==> config.mk <==
export PLATFORM = sky130hd
export DESIGN_NAME = pix_frame_rx
export DESIGN_NICKNAME = d
export VERILOG_FILES = /design/src/rtl/pix_frame_rx.sv
export SDC_FILE = /design/constraint.sdc
export NUM_CORES = 1
export LEC_CHECK = 0
export BUFFER_PORTS_ARGS = -buffer_cell sky130_fd_sc_hd__buf_2
export CORE_MARGIN = 2
export CORE_UTILIZATION = 43
export CTS_CLUSTER_SIZE = 16
export DETAILED_ROUTE_END_ITERATION = 10
export PLACE_DENSITY = 0.73
export SLEW_MARGIN = 20
export SYNTH_ARGS = -nofsm -noshare
export SYNTH_HDL_FRONTEND = slang
export SYNTH_SLANG_ARGS = --single-unit
==> constraint.sdc <==
create_clock -name i_clk_sys -period 6.55 [get_ports i_clk_sys]
set_input_delay 0.3275 -clock i_clk_sys [delete_from_list [all_inputs] [get_ports i_clk_sys]]
set_output_delay 0.3275 -clock i_clk_sys [all_outputs]
set_load 0.02 [all_outputs]
==> src/rtl/pix_frame_rx.sv <==
// Image-frame receiver: turns the UART byte stream into pixel RAM writes, with
// a per-row check code, an end-of-frame checksum, an idle timeout and an abort.
module pix_frame_rx #(
    parameter int          W           = 50,
    parameter int          H           = 40,
    parameter int          PIX_BYTES   = 2,
    parameter int          PIX_W       = 12,
    parameter logic [7:0]  HDR_BYTE    = 8'hA5,
    parameter int          TIMEOUT_CYC = 5_000_000,
    parameter int          ADDR_W      = $clog2(W * H)
) (
    input  logic              i_clk_sys,
    input  logic              i_rst_n,
    input  logic              i_enable,
    input  logic              i_abort,
    input  logic [7:0]        i_rx_data,
    input  logic              i_rx_done,
    output logic              o_busy,
    output logic              o_wr_en,
    output logic [ADDR_W-1:0] o_wr_addr,
    output logic [PIX_W-1:0]  o_wr_data,
    output logic [7:0]        o_check_code,
    output logic              o_check_valid,
    output logic              o_frame_done,
    output logic              o_frame_err,
    output logic [ADDR_W:0]   o_pix_cnt
);

    localparam int AW = 8 * PIX_BYTES;
    localparam int CW = (W > 1) ? $clog2(W) : 1;
    localparam int BW = (PIX_BYTES > 1) ? $clog2(PIX_BYTES) : 1;
    localparam int TW = $clog2(TIMEOUT_CYC + 1);
    localparam logic [ADDR_W-1:0] LAST_ADDR = ADDR_W'(W * H - 1);
    localparam logic [CW-1:0]     LAST_COL  = CW'(W - 1);
    localparam logic [BW-1:0]     LAST_BYTE = BW'(PIX_BYTES - 1);
    localparam logic [TW-1:0]     TMO_LAST  = TW'(TIMEOUT_CYC - 1);

    typedef enum logic [1:0] {ST_IDLE = 2'd0, ST_PIXEL = 2'd1, ST_CKSUM = 2'd2} state_t;

    state_t             state_r, state_next_s;
    logic [BW-1:0]      byte_idx_r;
    logic [CW-1:0]      col_r;
    logic [ADDR_W-1:0]  addr_r;
    logic [AW-1:0]      asm_r;
    logic [7:0]         row_sum_r, frame_sum_r;
    logic [TW-1:0]      idle_cnt_r;
    logic               busy_r, wr_en_r, check_valid_r, frame_done_r, frame_err_r;
    logic [ADDR_W-1:0]  wr_addr_r;
    logic [PIX_W-1:0]   wr_data_r;
    logic [7:0]         check_code_r;
    logic [ADDR_W:0]    pix_cnt_r;

    logic               hdr_s, pix_byte_s, ck_byte_s, tmo_s;
    logic               last_byte_s, last_col_s, last_addr_s, idle_expired_s;
    logic [AW-1:0]      asm_next_s;
    logic [7:0]         row_sum_next_s;

    assign last_byte_s    = (byte_idx_r == LAST_BYTE);
    assign last_col_s     = (col_r == LAST_COL);
    assign last_addr_s    = (addr_r == LAST_ADDR);
    assign idle_expired_s = (idle_cnt_r == TMO_LAST);
    // First byte of a pixel ends up most significant.
    assign asm_next_s     = (asm_r << 8) | AW'(i_rx_data);
    assign row_sum_next_s = row_sum_r + i_rx_data;

    // Frame state register.
    always_ff @(posedge i_clk_sys or negedge i_rst_n) begin
        if (!i_rst_n) begin
            state_r <= ST_IDLE;
        end else begin
            state_r <= state_next_s;
        end
    end

    // Next state and per-cycle events; abort or loss of enable outranks a byte.
    always_comb begin
        state_next_s = state_r;
        hdr_s        = 1'b0;
        pix_byte_s   = 1'b0;
        ck_byte_s    = 1'b0;
        tmo_s        = 1'b0;
        case (state_r)
            ST_IDLE: begin
                if (!i_abort && i_enable && i_rx_done && (i_rx_data == HDR_BYTE)) begin
                    hdr_s        = 1'b1;
                    state_next_s = ST_PIXEL;
                end else begin
                    state_next_s = ST_IDLE;
                end
            end
            ST_PIXEL: begin
                if (i_abort || !i_enable) begin
                    state_next_s = ST_IDLE;
                end else if (i_rx_done) begin
                    pix_byte_s   = 1'b1;
                    state_next_s = (last_byte_s && last_addr_s) ? ST_CKSUM : ST_PIXEL;
                end else if (idle_expired_s) begin
                    tmo_s        = 1'b1;
                    state_next_s = ST_IDLE;
                end else begin
                    state_next_s = ST_PIXEL;
                end
            end
            ST_CKSUM: begin
                if (i_abort || !i_enable) begin
                    state_next_s = ST_IDLE;
                end else if (i_rx_done) begin
                    ck_byte_s    = 1'b1;
                    state_next_s = ST_IDLE;
                end else if (idle_expired_s) begin
                    tmo_s        = 1'b1;
                    state_next_s = ST_IDLE;
                end else begin
                    state_next_s = ST_CKSUM;
                end
            end
            default: begin
                state_next_s = ST_IDLE;
            end
        endcase
    end

    // Pixel assembly, addressing, sums, idle timer and registered outputs.
    always_ff @(posedge i_clk_sys or negedge i_rst_n) begin
        if (!i_rst_n) begin
            byte_idx_r    <= '0;
            col_r         <= '0;
            addr_r        <= '0;
            asm_r         <= '0;
            row_sum_r     <= 8'd0;
            frame_sum_r   <= 8'd0;
            idle_cnt_r    <= '0;
            busy_r        <= 1'b0;
            wr_en_r       <= 1'b0;
            wr_addr_r     <= '0;
            wr_data_r     <= '0;
            check_code_r  <= 8'd0;
            check_valid_r <= 1'b0;
            frame_done_r  <= 1'b0;
            frame_err_r   <= 1'b0;
            pix_cnt_r     <= '0;
        end else begin
            wr_en_r       <= 1'b0;
            check_valid_r <= 1'b0;
            frame_done_r  <= 1'b0;
            frame_err_r   <= 1'b0;
            busy_r        <= (state_next_s != ST_IDLE);
            if (hdr_s) begin
                byte_idx_r  <= '0;
                col_r       <= '0;
                addr_r      <= '0;
                row_sum_r   <= 8'd0;
                frame_sum_r <= 8'd0;
                pix_cnt_r   <= '0;
                idle_cnt_r  <= TW'(1);
            end else if (pix_byte_s) begin
                asm_r       <= asm_next_s;
                frame_sum_r <= frame_sum_r + i_rx_data;
                idle_cnt_r  <= TW'(1);
                if (last_byte_s) begin
                    byte_idx_r <= '0;
                    wr_en_r    <= 1'b1;
                    wr_addr_r  <= addr_r;
                    wr_data_r  <= asm_next_s[PIX_W-1:0];
                    addr_r     <= last_addr_s ? addr_r : addr_r + ADDR_W'(1);
                    pix_cnt_r  <= pix_cnt_r + (ADDR_W + 1)'(1);
                    if (last_col_s) begin
                        check_valid_r <= 1'b1;
                        check_code_r  <= row_sum_next_s;
                        row_sum_r     <= 8'd0;
                        col_r         <= '0;
                    end else begin
                        row_sum_r     <= row_sum_next_s;
                        col_r         <= col_r + CW'(1);
                    end
                end else begin
                    byte_idx_r <= byte_idx_r + BW'(1);
                    row_sum_r  <= row_sum_next_s;
                end
            end else if (ck_byte_s) begin
                if (i_rx_data == frame_sum_r) begin
                    frame_done_r <= 1'b1;
                end else begin
                    frame_err_r  <= 1'b1;
                end
            end else if (tmo_s) begin
                frame_err_r <= 1'b1;
            end else if (state_r != ST_IDLE) begin
                idle_cnt_r <= idle_cnt_r + TW'(1);
            end else begin
                idle_cnt_r <= '0;
            end
        end
    end

    assign o_busy        = busy_r;
    assign o_wr_en       = wr_en_r;
    assign o_wr_addr     = wr_addr_r;
    assign o_wr_data     = wr_data_r;
    assign o_check_code  = check_code_r;
    assign o_check_valid = check_valid_r;
    assign o_frame_done  = frame_done_r;
    assign o_frame_err   = frame_err_r;
    assign o_pix_cnt     = pix_cnt_r;

endmodule
# ---- After elaboration in Yosys (flattened, before gate mapping)
# Cells that the tools add are included.
dict set report totals {
  input_bits 13
  rom_bits 0
  ff_bits 111
  elab_cells 115
  output_inout_bits 48
  mem_count 0
  mem_bits_rw 0
  latch_bits 0
}
dict set report op_classes {
  multipliers 0
  n_lt_le_gt_ge 0
  mux 60
  div_mod_pow 0
  shifts 0
  eq_ne 10
  add_sub_neg 7
  bitwise_logic 2
  n_reduce_logical 19
}
# cell count
set ops {}
lappend ops {{$mux 23} 5}
lappend ops {{$mux 8} 6}
lappend ops {{$mux 11} 4}
lappend ops {{$mux 12} 3}
lappend ops {{$mux 1} 31}
lappend ops {{$mux 6} 4}
lappend ops {{$add 23x1->23 const B} 1}
lappend ops {{$eq 23x23->1 const B} 1}
lappend ops {{$add 8x8->8} 2}
lappend ops {{$add 12x1->12 const B} 1}
lappend ops {{$mux 2} 6}
lappend ops {{$or 12x8->12} 1}
lappend ops {{$add 11x1->11 const B} 1}
lappend ops {{$eq 11x11->1 const B} 1}
lappend ops {{$eq 8x8->1} 1}
lappend ops {{$eq 8x8->1 const B} 1}
lappend ops {{$reduce_bool 2->1} 4}
lappend ops {{$add 6x1->6 const B} 1}
lappend ops {{$eq 6x6->1 const B} 1}
lappend ops {{$ne 3x3->1 const B} 2}
lappend ops {{$pmux 2 s3} 1}
lappend ops {{$reduce_and 2->1} 3}
lappend ops {{$reduce_and 3->1} 2}
lappend ops {{$logic_and 1x1->1} 4}
lappend ops {{other kinds (10)} 11}

# ---- Longest topological paths before layout
dict set report depth {
  ltp_word 9
  mapped_depth 8
  mapped_depth_nobuf 7
}

# ---- Worst setup path before layout
# OpenSTA, ideal clock, no wires.
dict set report synth_timing {
  kind {register to register}
  from {register row_sum_r[4]}
  to {register check_code_r[7] (netlist: o_check_code[7])}
  setup_ps 125
  slack_ps 4430
  path_buffers 0
  path_stages_with_launch 7
  t_arrival_ps 1996
  required_time_ps 6425
  period_less_slack_ps 2120
  path_cell_list {dfrtp_1 ha_1 and3_1 a2111oi_0 a21oi_1 xnor2_1 mux2_2}
}
dict set report synth_via {
  elab_chain_len 1
}
# item line
set synth_rtl {}
lappend synth_rtl {{start: declaration} 45} ;# logic [7:0] row_sum_r, frame_sum_r;
lappend synth_rtl {{start signal: assignment} 173} ;# row_sum_r <= row_sum_next_s;
lappend synth_rtl {{start signal: assignment} 178} ;# row_sum_r <= row_sum_next_s;
lappend synth_rtl {{$add 8x8->8} 64} ;# assign row_sum_next_s = row_sum_r + i_rx_data;
lappend synth_rtl {{end signal: assignment} 169} ;# check_code_r <= row_sum_next_s;
lappend synth_rtl {{end: declaration} 50} ;# logic [7:0] check_code_r;
# Every way passes these cells.
# A chain may end at the register's enable or synchronous reset.

# ---- Worst setup path after layout
dict set report layout_timing {
  from {register state_r[0]}
  to {register check_code_r[2] (netlist: o_check_code[2])}
}
dict set report layout_via {
  elab_chain_len 4
  elab_cells_between_ends 6
  cone_classes {eq/ne: 1; mux: 2; bitwise: 1; reduce/logical: 2}
}
# item line
set layout_rtl {}
lappend layout_rtl {{start: declaration} 40} ;# state_t state_r, state_next_s;
lappend layout_rtl {{start signal: assignment} 71} ;# state_r <= state_next_s;
lappend layout_rtl {{$logic_not 2->1} 82} ;# case (state_r)
lappend layout_rtl {{$mux 1} 82}
lappend layout_rtl {{$not 1->1 (no source line)} --}
lappend layout_rtl {{$reduce_and 4->1 (no source line) *} --}
# Every way passes the cells marked *; elsewhere a longest branch is shown, timed or not.

==> impl_metrics.csv <==
group,metric,value,unit
clock_tree,cts_inserted_buffers,9,
layout,postLayoutCoreUtil,0.4956,
synth,syn_inst,557,
timing,fin_setup_tns,0,ns
clock_tree,clock_latency,0.36,ns
worst_setup_path,crit_type,"flop to flop",
clock_tree,cts_tree,"yes",
layout,fillers,1210,
worst_setup_path,cp-end-kind,"flop",
synth,ys_ff_latch,111,
pwr,peakVddDrop,0.0001554,V
worst_setup_path,rrSetupSlack,3.25,ns
timing,period_share,0.5031,
global_routing,overflow,0,
synth,synth_flop_cell,"dfrtp_1",
placement,place_congestion,0.8322,
placement,dp_hpwl,9067,um
route,drt-initial-drc-count,293,
worst_setup_path,r2r-end,"o_check_code[2]",
pwr,swShare,0.2364,
floorplanning,core,0.01314,mm^2
pwr,power_leakage,3.142,nW
route,via_count,4528,
layout,n_antenna_cell,0,
timing,layout_min_cycle_time,3.295,ns
layout,drive_gt1_frac,0.1721,
pwr,power.share.sequential,0.537,
floorplanning,die_w,119.7,um
pwr,total_switching_power,0.3020,mW
route,drc,0,
timing,tightest_slew,1.035,ns
layout,final_area,0.006511,mm^2
placement,dp.cells,775,
floorplanning,ios,61,
pwr,power.density,196.2,mW/mm^2
route,first_pass_iters,4,
global_routing,antenna_found_initial,0,
global_routing,grt_max_degree,73,
synth,syn_area_per_cell,10.34,um^2
worst_setup_path,r2r_start,"state_r[0]",
timing,hold_slack,0.2476,ns
clock_tree,cts_resized,0,
clock_tree,ctsLongestPathBuffers,2,
worst_setup_path,cp.required,6.80,ns
clock_tree,clkTransAtPathRegs,0.08,ns
timing,finalHoldViolCount,0,
global_routing,grt_pass1_wl,22040,um
clock_tree,cts_setup_buffers,0,
floorplanning,die_y,119.7,um
clock_tree,root_buffer,"clkbuf_16",
route,totalWireLength,12990,um
synth,synthArstFlopShare,1.000,
min_path,hold_end,"o_wr_data[4]",
route,postRouteAntennaNets,0,
placement,io_buffers,60,
placement,placed_area,0.006210,mm^2
synth,synth.cell_area,0.005758,mm^2
worst_setup_path,critPathArrivalTime,3.55,ns
synth,synth_edf_count,0,
timing,fin_skew,0.01008,ns
min_path,hold-path-cell-count,2,
synth,ys_warn_count,0,
synth,synth_nets,595,
pwr,p_clk_frac,0.428,
run_status,status,"completed",
timing,fmax,0.3034,GHz
layout,final_nets,649,
synth,ys_types,61,
clock_tree,clock_sinks,111,
route,via_per_inst,5.717,
min_path,min_from,"i_rx_data[4]",
pwr,p_int,0.9754,mW
clock_tree,htree_levels,3,
layout,fin_cells,792,
worst_setup_path,crit_path_start_kind,"flop",
floorplanning,rows,42,
layout,syn2layout_area_growth,13.08,%
floorplanning,die-area,0.01433,mm^2
timing,max_slew_margin,0.3046,
min_path,hold_path_class,"input port to flop",
pwr,pwr-share-comb,0.035,
timing,slew_viol_final,0,
global_routing,grt_pass1_vias,4576,
timing,grt_setup_unrepaired,"no",
worst_setup_path,reg2reg_depth,9,
synth,ys_seq_area_frac,0.4824,
run,cap_violations,0,
worst_setup_path,critPathMaxFanout,25,
global_routing,track_usage,0.1911,
timing,finalSetupViolCount,0,
clock_tree,cts_hold_buffers,1,
floorplanning,initial_core_util,0.4383,
route,wl_per_cell,16.40,um
-- sequential cells by signal (all words and copies together) (netlist names), 8 cells and up --
register / cells
o_check_code: 8
row_sum_r: 8
o_pix_cnt: 12
addr_r: 11
o_wr_data: 12
idle_cnt_r: 23
frame_sum_r: 8
o_wr_addr: 11
-- Yosys cell counts, types with 3 or more instances --
| cell type | number | share of area |
|---|---|---|
| nor3_1 | 11 | 0.0096 |
| and3_1 | 10 | 0.011 |
| nand4_1 | 11 | 0.012 |
| o211ai_1 | 4 | 0.0052 |
| clkbuf_1 | 11 | 0.0072 |
| nor2_1 | 36 | 0.023 |
| nand4b_1 | 3 | 0.0046 |
| dfrtp_1 | 111 | 0.48 |
| mux2_1 | 19 | 0.037 |
| a22o_1 | 8 | 0.012 |
| and4_1 | 6 | 0.0091 |
| o21a_1 | 4 | 0.0052 |
| a21o_1 | 4 | 0.0052 |
| mux2_2 | 16 | 0.031 |
| a31oi_1 | 33 | 0.036 |
| o21ai_0 | 17 | 0.015 |
| nand3b_1 | 5 | 0.0065 |
| nor2b_1 | 4 | 0.0043 |
| a21oi_1 | 31 | 0.027 |
| xnor2_1 | 16 | 0.024 |
| nand3_1 | 20 | 0.017 |
| inv_1 | 19 | 0.012 |
| or3_1 | 16 | 0.017 |
| and2_1 | 4 | 0.0043 |
| nand2_1 | 41 | 0.027 |
| nor4_1 | 8 | 0.0087 |
| buf_2 | 9 | 0.0078 |
| nand2b_1 | 9 | 0.0098 |
| xor2_1 | 9 | 0.014 |
| ha_1 | 23 | 0.050 |
-- worst max-delay path by stage --
stage                            endpoint  slack (ns)          from
after floorplan           o_check_code[7]        4.43  row_sum_r[4]
after global placement    o_check_code[1]        3.20  i_rx_data[1]
after detailed placement  o_check_code[2]        3.10  i_rx_data[1]
after CTS                 o_check_code[7]        3.25    state_r[0]
after global routing      o_check_code[3]        3.02    state_r[0]
final                     o_check_code[2]        3.25    state_r[0]
-- stage by stage --
step,power (mW),setup WS (ns)
after floorplan,0.7170,4.430
after global placement,0.7424,3.202
after detailed placement,0.7444,3.100
after CTS,1.290,3.254
after global routing,1.317,3.015
final,1.277,3.255
-- kinds of logic (layout without fill, tap and decap cells) --
| family | Yosys count | after routing | share of synthesized area |
|---|---|---|---|
| and+or+nand+nor | 202 | 202 | 0.1943 |
| xor gates and xnor gates | 25 | 25 | 0.03803 |
| DFF | 111 | 111 | 0.4824 |
| buffers and inverters | 41 | 100 | 0.02999 |
| adders and majority gates | 25 | 25 | 0.05693 |
| muxes | 36 | 36 | 0.07019 |
| AOI/OAI and AO/OA | 117 | 117 | 0.1282 |
-- per-layer routing --
metal / share of wire / track usage
met2: 0.49 / 0.3154
met3: 0.044 / 0.04373
met1: 0.45 / 0.2505
met4: 0.014 / 0.06103
met5: 0 / 0
-- placed cells by master (no fill, tap or decap), types with 5 or more instances in the layout --
master     netlist  layout
or3_1           16      16
and4_1           6       6
buf_4            2       5
a31oi_1         33      33
nand2_1         41      41
ha_1            23      23
nand2b_1         9       9
mux2_1          19      19
dfrtp_1        111     111
xnor2_1         16      16
inv_1           19      19
buf_2            9      59
nor4_1           8       8
nor3_1          11      11
mux2_2          16      16
xor2_1           9       9
and3_1          10      10
a22o_1           8       8
clkbuf_16        0       9
nand3b_1         5       5
nor2_1          36      36
nand4_1         11      11
nand3_1         20      20
o21ai_0         17      17
a21oi_1         31      31
-- area by class of cell --
| cell class | count | area, um^2 | area share |
|---|---|---|---|
| clock inverters | 5 | 48.80 | 0.007494 |
| well taps | 176 | 220.2 | 0.03382 |
| repair buffers | 65 | 342.8 | 0.05265 |
| inverters | 19 | 71.32 | 0.01095 |
| clock buffers | 11 | 242.7 | 0.03728 |
| multi-input cells | 405 | 2808 | 0.4312 |
| flip-flops and latches | 111 | 2778 | 0.4266 |
-- power groups by stage --
stage | Clock, mW | Sequential, mW | Combinational (mW)
final | 0.547 | 0.686 | 0.0443
after global routing | 0.580 | 0.686 | 0.0504
after CTS | 0.559 | 0.686 | 0.0452
after detailed placement | 0 | 0.700 | 0.0446
after global placement | 0 | 0.700 | 0.0427
after floorplan | 0 | 0.700 | 0.0170
-- critical path: stages, from the launching register on --
cell     delay [ns]
dfrtp_1        0.41
inv_1          0.09
ha_1           0.26
nand2_1        0.16
nor4_4         0.94
buf_4          0.40
nor2_2         0.06
buf_4          0.23
nand2_2        0.24
mux2_2         0.37
Note: power is estimated with default switching activity, not from simulation.
